<file path="src/rtl/qam_map_pkg.sv">
// qam_map_pkg: mode encodings, FSM states and constellation helpers
// shared by the Hermitian QAM mapper.
package qam_map_pkg;

  localparam logic [1:0] MODE_QPSK  = 2'd0;
  localparam logic [1:0] MODE_16QAM = 2'd1;
  localparam logic [1:0] MODE_64QAM = 2'd2;

  typedef enum logic {
    ST_FILL = 1'b0,
    ST_EMIT = 1'b1
  } state_t;

  // Mode 3 is reserved and falls back to 16-QAM.
  function automatic logic [2:0] bits_per_sym(input logic [1:0] mode);
    case (mode)
      MODE_QPSK:  return 3'd2;
      MODE_64QAM: return 3'd6;
      default:    return 3'd4;
    endcase
  endfunction

  // grp holds hb bits right-aligned, first-received bit is the sign (1 = +).
  function automatic logic signed [3:0] axis_map(input logic [1:0] hb, input logic [2:0] grp);
    logic       sign;
    logic [1:0] g;
    logic [1:0] b;
    logic [3:0] mag;
    case (hb)
      2'd1: begin
        sign = grp[0];
        g    = 2'b00;
      end
      2'd2: begin
        sign = grp[1];
        g    = {1'b0, grp[0]};
      end
      default: begin
        sign = grp[2];
        g    = grp[1:0];
      end
    endcase
    b   = {g[1], g[1] ^ g[0]};
    mag = {1'b0, b, 1'b1};
    return sign ? $signed(mag) : -$signed(mag);
  endfunction

endpackage

</file>
<file path="src/rtl/qam_sym_buf.sv">
// qam_sym_buf: one frame of complex symbols, single write port and
// combinational read port.
module qam_sym_buf #(
  parameter int DEPTH = 64,
  parameter int AW    = 6,
  parameter int W     = 8
) (
  input  logic                clk,
  input  logic                reset,
  input  logic                wr_en,
  input  logic [AW-1:0]       wr_addr,
  input  logic signed [W-1:0] wr_re,
  input  logic signed [W-1:0] wr_im,
  input  logic [AW-1:0]       rd_addr,
  output logic signed [W-1:0] rd_re,
  output logic signed [W-1:0] rd_im
);

  logic [2*W-1:0] mem [DEPTH];

  always_ff @(posedge clk or posedge reset) begin
    if (reset) begin
      for (int i = 0; i < DEPTH; i++) mem[i] <= '0;
    end else if (wr_en) begin
      mem[wr_addr] <= {wr_re, wr_im};
    end
  end

  assign rd_re = $signed(mem[rd_addr][2*W-1:W]);
  assign rd_im = $signed(mem[rd_addr][W-1:0]);

endmodule

</file>
<file path="src/rtl/qam_herm_mapper.sv">
// qam_herm_mapper: serial-bit QPSK/16/64-QAM mapper emitting one Hermitian-symmetric
// frame of NFFT samples per symbol. Define QAM_DC_NULL_EN to leave subcarrier 0 empty.
module qam_herm_mapper
  import qam_map_pkg::*;
#(
  parameter int NFFT = 128,
  parameter int W    = 8
) (
  input  logic                clk,
  input  logic                reset,
  input  logic [1:0]          mode,
  input  logic                data_in,
  input  logic                data_valid,
  output logic                data_ready,
  output logic signed [W-1:0] I_real,
  output logic signed [W-1:0] Q_imag,
  input  logic                sink_ready,
  output logic                sink_valid,
  output logic                sink_sop,
  output logic                sink_eop
);

  // state | meaning
  // FILL  | accepting serial bits, writing completed symbols to the buffer
  // EMIT  | streaming the mirrored frame to the IFFT sink, input stalled

  localparam int KW = $clog2(NFFT);
  localparam int AW = KW - 1;
`ifdef QAM_DC_NULL_EN
  localparam logic DC_NULL = 1'b1;
`else
  localparam logic DC_NULL = 1'b0;
`endif
  localparam logic [AW-1:0] FIRST_IDX = DC_NULL ? AW'(1) : AW'(0);
  localparam logic [AW-1:0] LAST_IDX  = AW'(NFFT/2 - 1);

  state_t              state;
  logic [1:0]          mode_q;
  logic [4:0]          sh;
  logic [2:0]          bits_left;
  logic [AW-1:0]       sym_idx;
  logic                wr_en;
  logic [AW-1:0]       wr_addr;
  logic signed [W-1:0] wr_re;
  logic signed [W-1:0] wr_im;
  logic [KW-1:0]       k;

  logic                accept;
  logic [5:0]          full;
  logic [1:0]          hb;
  logic [2:0]          grp_i;
  logic [2:0]          grp_q;
  logic signed [3:0]   ax_i;
  logic signed [3:0]   ax_q;
  logic signed [W-1:0] sym_re;
  logic signed [W-1:0] sym_im;

  logic [AW-1:0]       rd_addr;
  logic signed [W-1:0] rd_re;
  logic signed [W-1:0] rd_im;
  logic signed [W-1:0] smp_re;
  logic signed [W-1:0] smp_im;

  assign accept = data_valid && data_ready;
  assign full   = {sh, data_in};
  assign hb     = 2'(bits_per_sym(mode_q) >> 1);

  always_comb begin
    grp_i = '0;
    grp_q = '0;
    case (hb)
      2'd1: begin
        grp_i = {2'b00, full[1]};
        grp_q = {2'b00, full[0]};
      end
      2'd2: begin
        grp_i = {1'b0, full[3:2]};
        grp_q = {1'b0, full[1:0]};
      end
      default: begin
        grp_i = full[5:3];
        grp_q = full[2:0];
      end
    endcase
  end

  assign ax_i   = axis_map(hb, grp_i);
  assign ax_q   = axis_map(hb, grp_q);
  assign sym_re = W'(ax_i);
  assign sym_im = W'(ax_q);

  // Upper half of the frame reads the mirrored index NFFT-k.
  assign rd_addr = k[KW-1] ? AW'(-k) : k[AW-1:0];

  always_comb begin
    smp_re = rd_re;
    smp_im = rd_im;
    if (k[AW-1:0] == '0) begin
      smp_re = DC_NULL ? '0 : (k[KW-1] ? rd_im : rd_re);
      smp_im = '0;
    end else if (k[KW-1]) begin
      smp_im = -rd_im;
    end
  end

  qam_sym_buf #(
    .DEPTH (NFFT/2),
    .AW    (AW),
    .W     (W)
  ) u_buf (
    .clk     (clk),
    .reset   (reset),
    .wr_en   (wr_en),
    .wr_addr (wr_addr),
    .wr_re   (wr_re),
    .wr_im   (wr_im),
    .rd_addr (rd_addr),
    .rd_re   (rd_re),
    .rd_im   (rd_im)
  );

  always_ff @(posedge clk or posedge reset) begin
    if (reset) begin
      state      <= ST_FILL;
      mode_q     <= MODE_QPSK;
      sh         <= '0;
      bits_left  <= '0;
      sym_idx    <= FIRST_IDX;
      wr_en      <= 1'b0;
      wr_addr    <= '0;
      wr_re      <= '0;
      wr_im      <= '0;
      k          <= '0;
      data_ready <= 1'b0;
      I_real     <= '0;
      Q_imag     <= '0;
      sink_valid <= 1'b0;
      sink_sop   <= 1'b0;
      sink_eop   <= 1'b0;
    end else begin
      wr_en <= 1'b0;
      case (state)
        ST_FILL: begin
          // Idle FILL with no pending write only happens right after reset.
          if (!data_ready && !wr_en) begin
            data_ready <= 1'b1;
            mode_q     <= mode;
            bits_left  <= bits_per_sym(mode) - 3'd1;
            sym_idx    <= FIRST_IDX;
          end else if (accept) begin
            sh <= full[4:0];
            if (bits_left == '0) begin
              wr_en     <= 1'b1;
              wr_addr   <= sym_idx;
              wr_re     <= sym_re;
              wr_im     <= sym_im;
              bits_left <= bits_per_sym(mode_q) - 3'd1;
              sym_idx   <= sym_idx + 1'b1;
              if (sym_idx == LAST_IDX) data_ready <= 1'b0;
            end else begin
              bits_left <= bits_left - 3'd1;
            end
          end
          if (wr_en && wr_addr == LAST_IDX) state <= ST_EMIT;
        end
        ST_EMIT: begin
          if (!sink_valid || sink_ready) begin
            if (sink_valid && sink_eop) begin
              state      <= ST_FILL;
              sink_valid <= 1'b0;
              sink_sop   <= 1'b0;
              sink_eop   <= 1'b0;
              k          <= '0;
              data_ready <= 1'b1;
              mode_q     <= mode;
              bits_left  <= bits_per_sym(mode) - 3'd1;
              sym_idx    <= FIRST_IDX;
            end else begin
              I_real     <= smp_re;
              Q_imag     <= smp_im;
              sink_valid <= 1'b1;
              sink_sop   <= (k == '0);
              sink_eop   <= (&k);
              k          <= k + 1'b1;
            end
          end
        end
        default: state <= ST_FILL;
      endcase
    end
  end

endmodule

</file>
<file path="config.mk">
export PLATFORM = sky130hd
export DESIGN_NAME = qam_herm_mapper
export DESIGN_NICKNAME = d
export VERILOG_FILES = /design/src/rtl/qam_map_pkg.sv /design/src/rtl/qam_sym_buf.sv /design/src/rtl/qam_herm_mapper.sv
export SDC_FILE = /design/constraint.sdc
export NUM_CORES = 1
export LEC_CHECK = 0
export BUFFER_PORTS_ARGS = -buffer_cell sky130_fd_sc_hd__buf_2
export CELL_PAD_IN_SITES_DETAIL_PLACEMENT = 1
export CELL_PAD_IN_SITES_GLOBAL_PLACEMENT = 2
export CORE_MARGIN = 2
export CORE_UTILIZATION = 42
export DETAILED_ROUTE_END_ITERATION = 16
export GPL_ROUTABILITY_DRIVEN = 0
export HOLD_SLACK_MARGIN = 0.08
export PLACE_DENSITY = 0.83
export SLEW_MARGIN = 30
export SYNTH_ARGS = -nofsm -noshare
export SYNTH_HDL_FRONTEND = slang
export SYNTH_SLANG_ARGS = --single-unit
</file>
<file path="constraint.sdc">
create_clock -name clk -period 14.5 [get_ports clk]
set_clock_uncertainty 0.15 [all_clocks]
set_input_delay 1.45 -clock clk [delete_from_list [all_inputs] [get_ports clk]]
set_output_delay 1.45 -clock clk [all_outputs]
set_load 0.02 [all_outputs]
</file>
==> results_dict.tcl, run 1 <==
set metrics [dict create \
    status "complete, no violations" \
    r2r_setup_slack_ps 8730 \
    clkTransAtPathRegs_ps 60 \
    netlist_instances 1689 \
    grt_pass1_wl_mm 101.1 \
    yosysWarnings 0 \
    maxCapViolCount 0 \
    path_class "flop to flop" \
    r2r_cells 15 \
    startpoint "k[0]" \
    via_per_inst 5.884 \
    path_buf_inv 4 \
    r2r_end "Q_imag[3]" \
    min_path_type "flop to flop" \
    rr_startpoint "k[0]" \
    rsz0062_at_grt "false" \
    cts-root-buf "clkbuf_16" \
    critPathSlowestCell "buf_4" \
    fin_cells 2466 \
    synth_top_area_share_pct 53.09 \
    tightest_slew_ps 1056 \
    end_kind "flop" \
    setup_slack_ps 8731 \
    synth.avg_cell_area_um2 14.01 \
    place_area_mm2 0.02447 \
    setup_viol 0 \
    diodes 0 \
    synth_fp_nets 1702 \
    max_freq_mhz 173.3 \
    wl_per_cell_um 26.45 \
    total_leakage_power_nw 12.37 \
    synth_area_leader_cell "dfrtp_1" \
    worst_ep_required_time_ps 14840 \
    grt_pass1_vias 16040 \
    p_per_area_mw_per_mm2 129.1 \
    cts_tree "done" \
    cts_buffers 54 \
    ant_nets 0 \
    ir_worst_vdd_mv 0.1012 \
    path_depth 15 \
    io_buffers 26 \
    critical_path.cell_chain "inv_2 -> ha_1 -> nand2b_2 -> xnor2_4 -> buf_4 -> buf_4 -> mux4_2 -> mux2i_1 -> nor3_1 -> a2111oi_2 -> nand4_1 -> ha_1 -> inv_1 -> a21oi_1 -> a21oi_1" \
    die_x_um 241.3 \
    post_cts_buffers 0 \
    finalHoldViolations 0 \
    hold_path_depth 2 \
    top_layer_used "met4" \
    synth_most_common_cell "dfrtp_1" \
    areaGrowthSynthToFinish_pct 10.99 \
    pre_cts_ws_ps 8759 \
    die_y_um 241.3 \
    initial_core_util_pct 42.70 \
    overflow 0 \
    gr-usage-all-layers_pct 23.30 \
    dr_wl_met2_mm 30.95 \
    core-area_mm2 0.05542 \
    worstSkewPairLatency_ps 610 \
    drive_gt1_share_pct 42.84 \
    row_count 86 \
    tns_ps 0 \
    period_needed_ps 5769 \
    critPathMaxStageDelay_ps 770 \
    ys_types 74 \
    synth-async-reset-ratio_pct 100.0 \
    dieArea_mm2 0.05825 \
    worstSetupStartpointType "flop" \
    drtIter0Drc 818 \
    cts_resized 0 \
    vias 14510 \
    ys.flop_type "dfrtp_1" \
    syn_area_mm2 0.02366 \
    nNetsFinal 1690 \
    cp_top_family "buffers and inverters" \
    antenna_found_initial 0 \
    htreeDepth 2 \
    timing.final.crit_share_pct 39.79 \
    hold_path_end "sink_sop" \
    met3_length_mm 3.348 \
    final_cell_area_mm2 0.02626 \
    netlist_top_cells_count "502 x dfrtp_1, 460 x mux2_2, 155 x nand2_1, 102 x mux4_2, 79 x clkbuf_1" \
    drc 0 \
    drt-met1-wl_mm 27.81 \
    drv_slew 0 \
    hold_start "sink_sop" \
    hpwl_mm 41.12 \
    worstPathArrival_ps 6110 \
    postCtsHoldBufs 0 \
    yosys_register_bits 502 \
    worstPathMaxFanout 53 \
    io_pins 27 \
    synth-seq-area-share_pct 53.09 \
    max-slew-margin-rel_pct 29.25 \
    synthTopCellsByArea "dfrtp_1 53%, mux2_2 22%, mux4_2 9.7%, nand2_1 2.5%, mux2i_1 1.4%" \
    clock_sinks 502 \
    clk_path_buf_depth 3 \
    drt-total-wl_mm 65.23 \
    dp_cells 2369 \
    grt_max_degree 126 \
    post-route-util_pct 47.39 \
    synth_edf_count 0 \
    drt_first_pass_iters 5 \
]
## cell families after synthesis
| kind of cell | synth area share [%] |
|---|---|
| and+or+nand+nor | 5.833 |
| muxes | 33.61 |
| AOI/OAI and AO/OA | 3.580 |
| adders and majority gates | 0.3173 |
| xor gates and xnor gates | 0.8091 |
| DFF | 53.09 |
| buffers and inverters | 2.755 |
## sequential cells by signal (all words and copies together) (netlist names)
signal	cells
Q_imag	8
wr_im	3
sh	5
sink_sop	1
sink_eop	1
sink_valid	1
k	7
bits_left	3
data_ready	1
wr_addr	6
u_buf.mem	448
wr_en	1
sym_idx	6
I_real	4
mode_q	2
state	1
wr_re	4
## power breakdown
group,switching [mW],total (mW),internal (mW)
Clock,0.570,1.38,0.809
Combinational,0.360,0.551,0.191
Sequential,0.0446,1.46,1.41
## per-stage QoR
| stage | hold WS, ps | power [mW] |
|---|---|---|
| global route | 358.3 | 3.513 |
| CTS | 328.9 | 3.427 |
| detailed placement | 315.7 | 2.041 |
| global placement | 310.3 | 2.034 |
| floorplan | 320.4 | 1.875 |
| finish | 325.0 | 3.389 |
## worst register-to-register path: cells and delay by family, from the launching register on
| family | cells | cell delay (ps) |
|---|---|---|
| AOI/OAI and AO/OA | 3 | 880 |
| xor gates and xnor gates | 1 | 160 |
| muxes | 2 | 670 |
| buffers and inverters | 4 | 1590 |
| and+or+nand+nor | 3 | 720 |
| DFF | 1 | 740 |
| adders and majority gates | 2 | 760 |
## cell usage in the layout (no fill, tap or decap), types with 10 or more instances in the layout
cell	count
nand3_1	23
o21ai_0	29
clkbuf_16	54
clkbuf_1	13
a21oi_1	15
nand2_1	155
mux4_2	102
clkbuf_8	14
buf_2	26
buf_4	24
mux2i_1	33
dfrtp_1	494
nor2_1	63
mux2_2	459
and3_1	10
nor3_1	11
## final cells by class
cell class                      instances  area, um2
Timing Repair Buffer                   55      391.6
Multi-Input combinational cell       1053      10540
Clock buffer                           81       1593
Tap cell                              748      935.9
Clock inverter                         16      176.4
Inverter                               11      45.04
Fill cell                            5483      29160
Sequential cell                       502      12580
## worst max path at each step
stage / to / slack, ps
3_3_place_gp: Q_imag[3] / 8780
3_5_place_dp: Q_imag[3] / 8760
6_report: Q_imag[3] / 8730
4_1_cts: Q_imag[3] / 8740
2_1_floorplan: I_real[0] / 6090
5_1_grt: Q_imag[3] / 8430
## routing by layer
| metal | track usage [%] | vias up |
|---|---|---|
| li1 | - | 6155 |
| met2 | 37.61 | 351 |
| met3 | 4.626 | 144 |
| met1 | 30.54 | 7859 |
| met4 | 10.46 | 0 |
| met5 | 0 | - |
No activity file was read; power rests on OpenSTA's default activity.
==> inputs of run 2 (changes only) <==
--- a/config.mk
+++ b/config.mk
@@ -5,15 +5,16 @@
 export SDC_FILE = /design/constraint.sdc
 export NUM_CORES = 1
 export LEC_CHECK = 0
+export ABC_AREA = 1
 export BUFFER_PORTS_ARGS = -buffer_cell sky130_fd_sc_hd__buf_2
 export CELL_PAD_IN_SITES_DETAIL_PLACEMENT = 1
 export CELL_PAD_IN_SITES_GLOBAL_PLACEMENT = 2
 export CORE_MARGIN = 2
-export CORE_UTILIZATION = 42
+export CORE_UTILIZATION = 38
 export DETAILED_ROUTE_END_ITERATION = 16
 export GPL_ROUTABILITY_DRIVEN = 0
 export HOLD_SLACK_MARGIN = 0.08
-export PLACE_DENSITY = 0.83
+export PLACE_DENSITY = 0.86
 export SLEW_MARGIN = 30
 export SYNTH_ARGS = -nofsm -noshare
 export SYNTH_HDL_FRONTEND = slang
==> constraint.sdc (replaced) <==
create_clock -name clk -period 5.5 [get_ports clk]
set_clock_uncertainty 0.15 [all_clocks]
set_input_delay 0.55 -clock clk [delete_from_list [all_inputs] [get_ports clk]]
set_output_delay 0.55 -clock clk [all_outputs]
set_load 0.02 [all_outputs]
==> run 2 against run 1 <==
  * Synthesized area rose by 1.4%
  * Hold slack got worse by 90 ps
  * Via count rose by 42%
  * Maximum frequency rose by 35%
  * Combinational power rose to 8.4 times the previous value
  * Sequential share of layout area fell by 0.55 points
  * Flip-flop and latch count did not move
  * Utilization fell by 5.1 points
  * Die area rose by 12%
  * Non-clock buffer count rose by 1
  * First-iteration DRC count rose by 76%
  * Synthesized cell count rose by 83%
  * Critical path type unchanged
==> results_dict.tcl, run 2 <==
set metrics [dict create \
    drv_slew 0 \
    dieArea_mm2 0.06517 \
    core-area_mm2 0.06274 \
    postCtsHoldBufs 4 \
    final_common_cell "nand2_1" \
    hold_start "data_valid" \
    synth_most_common_cell "nand2_1" \
    synth_area_leader_cell "dfrtp_1" \
    min_path_type "input pin to flop" \
    path_class "flop to flop" \
    nNetsFinal 3008 \
    finalHoldViolations 0 \
    clk_path_buf_depth 3 \
    cts_resized 0 \
    grt_most_used_layer "met2" \
    max-slew-margin-rel_pct 32.92 \
    hpwl_mm 51.61 \
    io_buffers 26 \
    io_pins 27 \
    drtIter0Drc 1439 \
    ant_nets 0 \
    vias 20640 \
    grt_pass1_vias 21650 \
    maxCapViolCount 0 \
    final_cell_area_mm2 0.02653 \
    setup_viol 0 \
    holdWs_ps 234.5 \
    synth-seq-area-share_pct 52.36 \
    cts_tree "done" \
    top_register "u_buf.mem" \
    rr_startpoint "k[0]" \
    cts-root-buf "clkbuf_16" \
    total_leakage_power_nw 12.22 \
    seqCellArea_mm2 0.01257 \
    drt-total-wl_mm 80.40 \
    row_count 92 \
    worstSetupStartpointType "flop" \
    final_cell_mix "1202 x nand2_1, 501 x dfrtp_1, 491 x o21ai_0" \
    worstPathMaxFanout 62 \
    top_regs "u_buf.mem: 448 flops, Q_imag: 8 flops, k: 7 flops" \
    startpoint "k[0]" \
    netlist_top_cells_count "1202 x nand2_1, 502 x dfrtp_1, 491 x o21ai_0, 205 x nand3_1, 153 x nor2_1" \
    clock_sinks 502 \
    synth_fp_nets 3105 \
    tns_ps 0 \
    netlist_instances 3092 \
    syn_area_mm2 0.02399 \
    post_cts_buffers 0 \
    gr-usage-all-layers_pct 25.29 \
    die_y_um 255.3 \
    drt_first_pass_iters 5 \
    drive_gt1_share_pct 6.706 \
    areaGrowthSynthToFinish_pct 10.59 \
    fillers 7647 \
    via_per_inst 5.308 \
    yosys_register_bits 502 \
    ys_types 46 \
    initial_core_util_pct 38.24 \
    worst_ep_required_time_ps 5860 \
    status "complete, no violations" \
    end_kind "flop" \
    overflow 0 \
    multi_input_area_mm2 0.009858 \
    rsz0062_at_grt "false" \
    largest_reg_flops 448 \
    drc 0 \
    synth_edf_count 0 \
    period_needed_ps 4266 \
    p_per_area_mw_per_mm2 488.4 \
    wl_per_cell_um 20.68 \
    clkTransAtPathRegs_ps 60 \
    synth.avg_cell_area_um2 7.760 \
    cts_buffers 58 \
    tightest_slew_ps 998.7 \
    worstPathArrival_ps 4630 \
    max_freq_mhz 234.4 \
    ys.flop_type "dfrtp_1" \
    antenna_found_initial 1 \
    met2_usage_pct 42.90 \
    ir_worst_vdd_mv 0.4389 \
    synth-async-reset-ratio_pct 100.0 \
    met3_usage_pct 3.366 \
    synth_top_area_share_pct 52.36 \
    place_area_mm2 0.02444 \
    timing.final.crit_share_pct 77.57 \
    diodes 0 \
    yosysWarnings 0 \
    die_x_um 255.3 \
    synthTopCellsByArea "dfrtp_1 52%, nand2_1 19%, o21ai_0 10%, nand3_1 4.3%, nor2_1 2.4%" \
    worstSkewPairLatency_ps 620 \
    grt_pass1_wl_mm 127.2 \
    htreeDepth 2 \
    grt_max_degree 176 \
    use_met1_pct 33.79 \
]
run 2: changes by cell type after synthesis, sizes merged, moves of 63 or more:
cell	change
mux2	-460
nor2	+90
nand2	+1061
mux4	-107
o21ai	+472
a21oi	+63
nand3	+186
inv	+137
run 2: worst paths after layout:
kind	endpoint	slack [ps]	cells after the start
max in group asynchronous	u_buf.mem[9]	3620	4
worst min register to register	u_buf.mem[526]	330	2
worst max register to register	Q_imag[3]	1230	19
worst min-delay path	bits_left[0]	230	4
worst max-delay path	Q_imag[3]	1230	19
min in group asynchronous	u_buf.mem[321]	370	3
run 2: cells by family after synthesis:
kind of cell             synth area share (%)
XOR/XNOR                               0.3755
adder cells (fa/ha/maj)                0.3129
buffers and inverters                   6.759
multiplexers                          0.08344
flip-flops                              52.36
AND/OR/NAND/NOR                         27.00
AO/OA/AOI/OAI                           13.12
run 2: per-stage QoR:
step,setup WS [ps],utilization [%],power [mW],instances
after global routing,895.3,42.30,13.62,3888
after floorplan,-2012,-,7.299,3092
final,1234,42.30,12.96,3888
after global placement,1247,38.91,8.825,3776
after CTS,1205,42.27,13.04,3888
after detailed placement,1225,38.95,8.872,3777
run 2: worst max-delay path, cell delays in order (launching register included):
cell	delay, ps
dfrtp_4	740
inv_6	230
ha_1	380
inv_1	80
nand2_1	80
nand2_4	620
buf_4	410
nand2_1	90
nand2_1	80
nand2_1	60
nand3_1	160
nand3_1	110
nand3_1	120
nand2_2	90
nor2_2	140
nand2_2	60
ha_1	270
nand2_1	50
nand2_1	110
nand2_1	50
run 2: area by class of cell:
class / instances / area share, %
flip-flops and latches: 502 / 47.36
multi-input cells: 2228 / 37.15
clock buffers: 85 / 6.460
well taps: 846 / 3.989
inverters: 149 / 2.155
repair buffers: 56 / 1.660
clock inverters: 22 / 1.226
run 2: power by group:
| part | internal, mW | switching [mW] |
|---|---|---|
| clock network | 2.52 | 1.61 |
| registers | 3.86 | 0.312 |
| logic | 1.03 | 3.62 |
run 2: routing by layer:
metal | up-vias | share of wire [%]
met1 | 10470 | 45
met4 | 0 | 2.6
li1 | 9697 | -
met2 | 353 | 49
met5 | - | 0
met3 | 119 | 3.8
